`config.mk`:
```
export PLATFORM = sky130hd
export DESIGN_NAME = i2c_target
export DESIGN_NICKNAME = d
export VERILOG_FILES = /design/src/rtl/i2c_target.sv
export SDC_FILE = /design/constraint.sdc
export NUM_CORES = 1
export LEC_CHECK = 0
export ABC_CLOCK_PERIOD_IN_PS = 2200
export CORE_UTILIZATION = 55
export DETAILED_ROUTE_END_ITERATION = 8
export GPL_ROUTABILITY_DRIVEN = 0
export MAX_ROUTING_LAYER = met4
export PLACE_DENSITY_LB_ADDON = 0.2
export REMOVE_ABC_BUFFERS = 1
export SLEW_MARGIN = 20
export SYNTH_ARGS = -nofsm -noshare
export SYNTH_HDL_FRONTEND = slang
export SYNTH_SLANG_ARGS = --single-unit
```
`constraint.sdc`:
```
create_clock -name in_clock -period 2.2 [get_ports in_clock]
set_input_delay 0.44 -clock in_clock [delete_from_list [all_inputs] [get_ports in_clock]]
set_output_delay 0.44 -clock in_clock [all_outputs]
set_load 0.02 [all_outputs]
```
`src/rtl/i2c_target.sv`:
```
// Byte-level I2C target: filtered SCL/SDA, START/STOP detection, fixed address, open-drain SDA.
// Define I2C_TARGET_GENCALL_EN to also accept the general-call address (7'h00, write only).

module i2c_target #(
  parameter logic [6:0] ADDR     = 7'h48,
  parameter int         FILT_LEN = 3
) (
  input  logic       in_clock,
  input  logic       reset,
  input  logic       scl_in,
  input  logic       sda_in,
  output logic       sda_oe,
  output logic [7:0] rx_data,
  output logic       rx_valid,
  input  logic [7:0] tx_data,
  output logic       tx_req,
  output logic       busy
);

  typedef enum logic [2:0] {
    ST_IDLE, ST_ADDR, ST_ADDR_ACK, ST_RX, ST_RX_ACK, ST_TX, ST_TX_ACK, ST_IGNORE
  } state_t;

  localparam logic [2:0] FILT_MAX = 3'(FILT_LEN - 1);

  logic [1:0]      sync_p0, sync_p1, filt_p2, filt_p3;
  logic [1:0][2:0] fcnt;

  // stage p0/p1: synchronizer; p2: glitch filter; p3: previous filtered level for edges
  always_ff @(posedge in_clock) begin
    if (reset) begin
      sync_p0 <= 2'b11;
      sync_p1 <= 2'b11;
      filt_p2 <= 2'b11;
      filt_p3 <= 2'b11;
      fcnt    <= '0;
    end else begin
      sync_p0 <= {sda_in, scl_in};
      sync_p1 <= sync_p0;
      filt_p3 <= filt_p2;
      for (int i = 0; i < 2; i++) begin
        if (sync_p1[i] == filt_p2[i]) begin
          fcnt[i] <= 3'd0;
        end else if (fcnt[i] == FILT_MAX) begin
          filt_p2[i] <= sync_p1[i];
          fcnt[i]    <= 3'd0;
        end else begin
          fcnt[i] <= fcnt[i] + 3'd1;
        end
      end
    end
  end

  logic scl_f, sda_f, scl_rise, scl_fall, start, stop;
  assign scl_f    = filt_p2[0];
  assign sda_f    = filt_p2[1];
  assign scl_rise = scl_f & ~filt_p3[0];
  assign scl_fall = ~scl_f & filt_p3[0];
  assign start    = scl_f & filt_p3[0] & filt_p3[1] & ~sda_f;
  assign stop     = scl_f & filt_p3[0] & ~filt_p3[1] & sda_f;

  state_t     state, state_n;
  logic [2:0] cnt, cnt_n;
  logic [7:0] shift, shift_n, rx_data_n;
  logic       sda_oe_n, rx_valid_n, tx_req_n, busy_n, rw, rw_n;
  logic [7:0] byte_in;
  logic       gc_hit;

  assign byte_in = {shift[6:0], sda_f};

`ifdef I2C_TARGET_GENCALL_EN
  assign gc_hit = (byte_in == 8'h00);
`else
  assign gc_hit = 1'b0;
`endif

  always_ff @(posedge in_clock) begin
    if (reset) begin
      state    <= ST_IDLE;
      cnt      <= 3'd0;
      sda_oe   <= 1'b0;
      rx_data  <= 8'h00;
      rx_valid <= 1'b0;
      tx_req   <= 1'b0;
      busy     <= 1'b0;
      rw       <= 1'b0;
    end else begin
      state    <= state_n;
      cnt      <= cnt_n;
      sda_oe   <= sda_oe_n;
      rx_data  <= rx_data_n;
      rx_valid <= rx_valid_n;
      tx_req   <= tx_req_n;
      busy     <= busy_n;
      rw       <= rw_n;
    end
  end

  always_ff @(posedge in_clock) begin
    shift <= shift_n;
  end

  always_comb begin
    state_n    = state;
    cnt_n      = cnt;
    shift_n    = shift;
    sda_oe_n   = sda_oe;
    rx_data_n  = rx_data;
    rx_valid_n = 1'b0;
    tx_req_n   = 1'b0;
    busy_n     = busy;
    rw_n       = rw;
    if (stop) begin
      state_n  = ST_IDLE;
      cnt_n    = 3'd0;
      sda_oe_n = 1'b0;
      busy_n   = 1'b0;
    end else if (start) begin
      state_n  = ST_ADDR;
      cnt_n    = 3'd0;
      sda_oe_n = 1'b0;
    end else begin
      case (state)
        ST_ADDR: if (scl_rise) begin
          shift_n = byte_in;
          cnt_n   = cnt + 3'd1;
          if (cnt == 3'd7) begin
            if (byte_in[7:1] == ADDR || gc_hit) begin
              busy_n   = 1'b1;
              rw_n     = byte_in[0];
              tx_req_n = byte_in[0];
              state_n  = ST_ADDR_ACK;
            end else begin
              state_n = ST_IGNORE;
            end
          end
        end
        // first falling edge starts the ACK, the second one ends it
        ST_ADDR_ACK, ST_RX_ACK: if (scl_fall) begin
          if (!sda_oe) begin
            sda_oe_n = 1'b1;
          end else if (rw) begin
            state_n  = ST_TX;
            shift_n  = tx_data;
            sda_oe_n = ~tx_data[7];
          end else begin
            state_n  = ST_RX;
            sda_oe_n = 1'b0;
          end
        end
        ST_RX: if (scl_rise) begin
          shift_n = byte_in;
          cnt_n   = cnt + 3'd1;
          if (cnt == 3'd7) begin
            rx_data_n  = byte_in;
            rx_valid_n = 1'b1;
            state_n    = ST_RX_ACK;
          end
        end
        ST_TX: if (scl_rise) begin
          cnt_n = cnt + 3'd1;
        end else if (scl_fall) begin
          if (cnt == 3'd0) begin
            sda_oe_n = 1'b0;
            state_n  = ST_TX_ACK;
          end else begin
            sda_oe_n = ~shift[6];
            shift_n  = {shift[6:0], 1'b0};
          end
        end
        ST_TX_ACK: if (scl_rise) begin
          if (!sda_f) tx_req_n = 1'b1;
          else        state_n  = ST_IGNORE;
        end else if (scl_fall) begin
          state_n  = ST_TX;
          shift_n  = tx_data;
          sda_oe_n = ~tx_data[7];
        end
        ST_IGNORE: sda_oe_n = 1'b0;
        default: ;
      endcase
    end
  end

endmodule

```
==> reports/qor.yml <==
setup_slack_ns: 0.155
power_mw: 1.27
grtUsageMet2_pct: 38.0
ff2ff_path_depth: 6
skew_ns: 0.00934
hold_start: "sync_p0[0]"
cp_num_cells: 6
io_pins: 24
cts_resized: 0
drt_iter0_drc: 142
regToRegEndpoint: "shift[3]"
tns_ns: 0
path_buf_inv: 1
cts_buffers: 5
drive_gt1_share_pct: 12.1
first_pass_iters: 4
critPathTopFamily: "simple AND/OR/NAND/NOR gates"
final_area_um2: 2340
finalCriticalPeriod_ns: 2.05
die_w_um: 62.0
slowest_delay_ns: 0.41
worst_pin_slew_ns: 0.719
status: "finished clean"
arrival_ns: 2.08
rsz0062_at_grt: "false"
grtUsageMet1_pct: 28.1
end_kind: "flip-flop"
path_clk_slew_ns: 0.11
setup_viol: 0
drv_cap: 0
cts_tree: "yes"
dpl_worst_slack_ns: 0.205
clkLatencyLatePin_ns: 0.35
placed_cell_area_um2: 2260
synth_flop_cell: "dfxtp_1"
cts_buffer_depth: 2
antenna_found_initial: 0
p_leak_nw: 0.828
worstPathRequired_ns: 2.23
final_common_cell: "dfxtp_1"
vias: 1585
synth.top_cell.area_share_pct: 33.4
cp_cell_sequence: "inv_1, ha_1, and2_1, o32a_1, o22ai_1, and4_1"
core_area_um2: 3390
synth-edff-count: 7
overflow: 0
syn-instance-count: 204
grt-busiest-layer: "met2"
path_class: "reg2reg"
slew_violations: 0
clock_sinks: 40
stdcell_count: 277
finalNetCount: 252
yosys.area.top_type: "dfxtp_1"
syn_avg_cell_area_um2: 9.69
synth-seq-cells: 40
whs_path_depth: 1
postCtsHoldBufs: 0
root_buffer: "clkbuf_4"
track_usage_pct: 24.2
synth_area_leaders: "dfxtp_1, edfxtp_1, mux2i_1"
critPathLaunchType: "flip-flop"
cp_max_fo: 7
yosysWarnings: 0
dp_hpwl_um: 2980
min_to: "sync_p1[0]"
post_drt_wl_per_cell_um: 14.6
initial_core_util_pct: 58.3
grt_pass1_vias: 1478
vdd_drop_max_mv: 0.359
syn_area_um2: 1980
dp_cells: 269
r2r-start: "filt_p3[0]"
rrSetupSlack_ns: 0.15
fmax_ghz: 0.489
n_antenna_cell: 0
grt_start_max_net_pins: 23
hp-class: "reg2reg"
antenna_left: 0
grt_util_met3_pct: 7.25
fillers: 251
grt_first_pass_wirelength_um: 6500
cts_setup_buffers: 0
syn_to_final_growth_pct: 18.4
avgViaCountPerCell: 5.72
drc: 0
crit_slowest_cell: "and4_1"
final_cell_mix: "dfxtp_1, clkdlybuf4s50_1, nor2_1"
rows: 21
finalCritPeriodShare_pct: 93.0
die_area_um2: 3840
routed_wl_um: 4050
finalHoldViolations: 0
synth_cell_types: 47
power.density_nw_per_um2: 543
die_y_um: 62.0
async_flop_share_pct: 0
slew_headroom_pct: 52.0
numPortBuffers: 23
yosysSeqAreaShare_pct: 44.1
htreeDepth: 2
[flip-flops by register name, indices dropped and copies added, names as in the netlist, 2 cells and up]
register and flops:
cnt 3, fcnt 6, filt_p2 2, filt_p3 2
rx_data 8, shift 7, state 3, sync_p0 2
sync_p1 2
[routing by layer]
layer	part of all wire [%]	wire, um
met3	4.3	175
met5	0	0
met1	43	1720
met2	50	2020
met4	3.2	128
[how the worst max path moves through the flow]
| stage | start | endpoint | slack [ns] |
|---|---|---|---|
| finish | filt_p3[0] | shift[3] | 0.15 |
| global route | filt_p3[0] | shift[4] | 0.06 |
| CTS | filt_p3[0] | shift[2] | 0.17 |
| detailed placement | filt_p3[0] | shift[2] | 0.21 |
| global placement | filt_p3[0] | shift[0] | 0.30 |
| floorplan | filt_p3[0] | shift[0] | 0.22 |
[through the flow]
step           hold WS, ns  utilization, %
6_report             0.419            69.0
3_3_place_gp         0.399            66.8
5_1_grt              0.463            69.0
4_1_cts              0.421            69.0
2_1_floorplan        0.389               -
3_5_place_dp         0.396            66.8
[cell type report]
class                   instances  area, um^2  share of cell area [%]
flip-flops and latches         40         871                    37.2
repair buffers                 29         275                    11.8
multi-input cells             144        1020                    43.7
clock buffers                   5        37.5                    1.60
inverters                      10        37.5                    1.60
well taps                      46        57.6                    2.46
clock inverters                 3        37.5                    1.60
[Yosys cell counts, drive strengths merged (3+ instances only)]
cell / n
nor2: 22
or2: 6
mux2i: 13
nand3: 4
a211oi: 3
ha: 10
clkbuf: 6
inv: 10
nand2b: 3
edfxtp: 7
o211ai: 3
or3: 3
nor3b: 3
nand2: 14
buf: 4
nor3: 3
xnor2: 4
o21ai: 5
nor2b: 7
dfxtp: 33
a21oi: 7
mux2: 6
a211o: 3
[logic make-up after synthesis]
group           Yosys count  share of synthesized area, %
mux                      19                          10.0
fa+ha+maj                10                          6.33
flops                    40                          44.1
simple gates             76                          20.4
xor+xnor                  5                          2.22
buf+inv                  20                          4.18
compound gates           34                          12.8
[power breakdown]
group | internal [mW] | leakage, nW | switching (mW)
Sequential | 0.749 | 0.330 | 0.00430
Clock | 0.232 | 0.0403 | 0.228
Combinational | 0.0339 | 0.458 | 0.0234
Total | 1.01 | 0.828 | 0.255
Power figures use the tool's default switching activity.
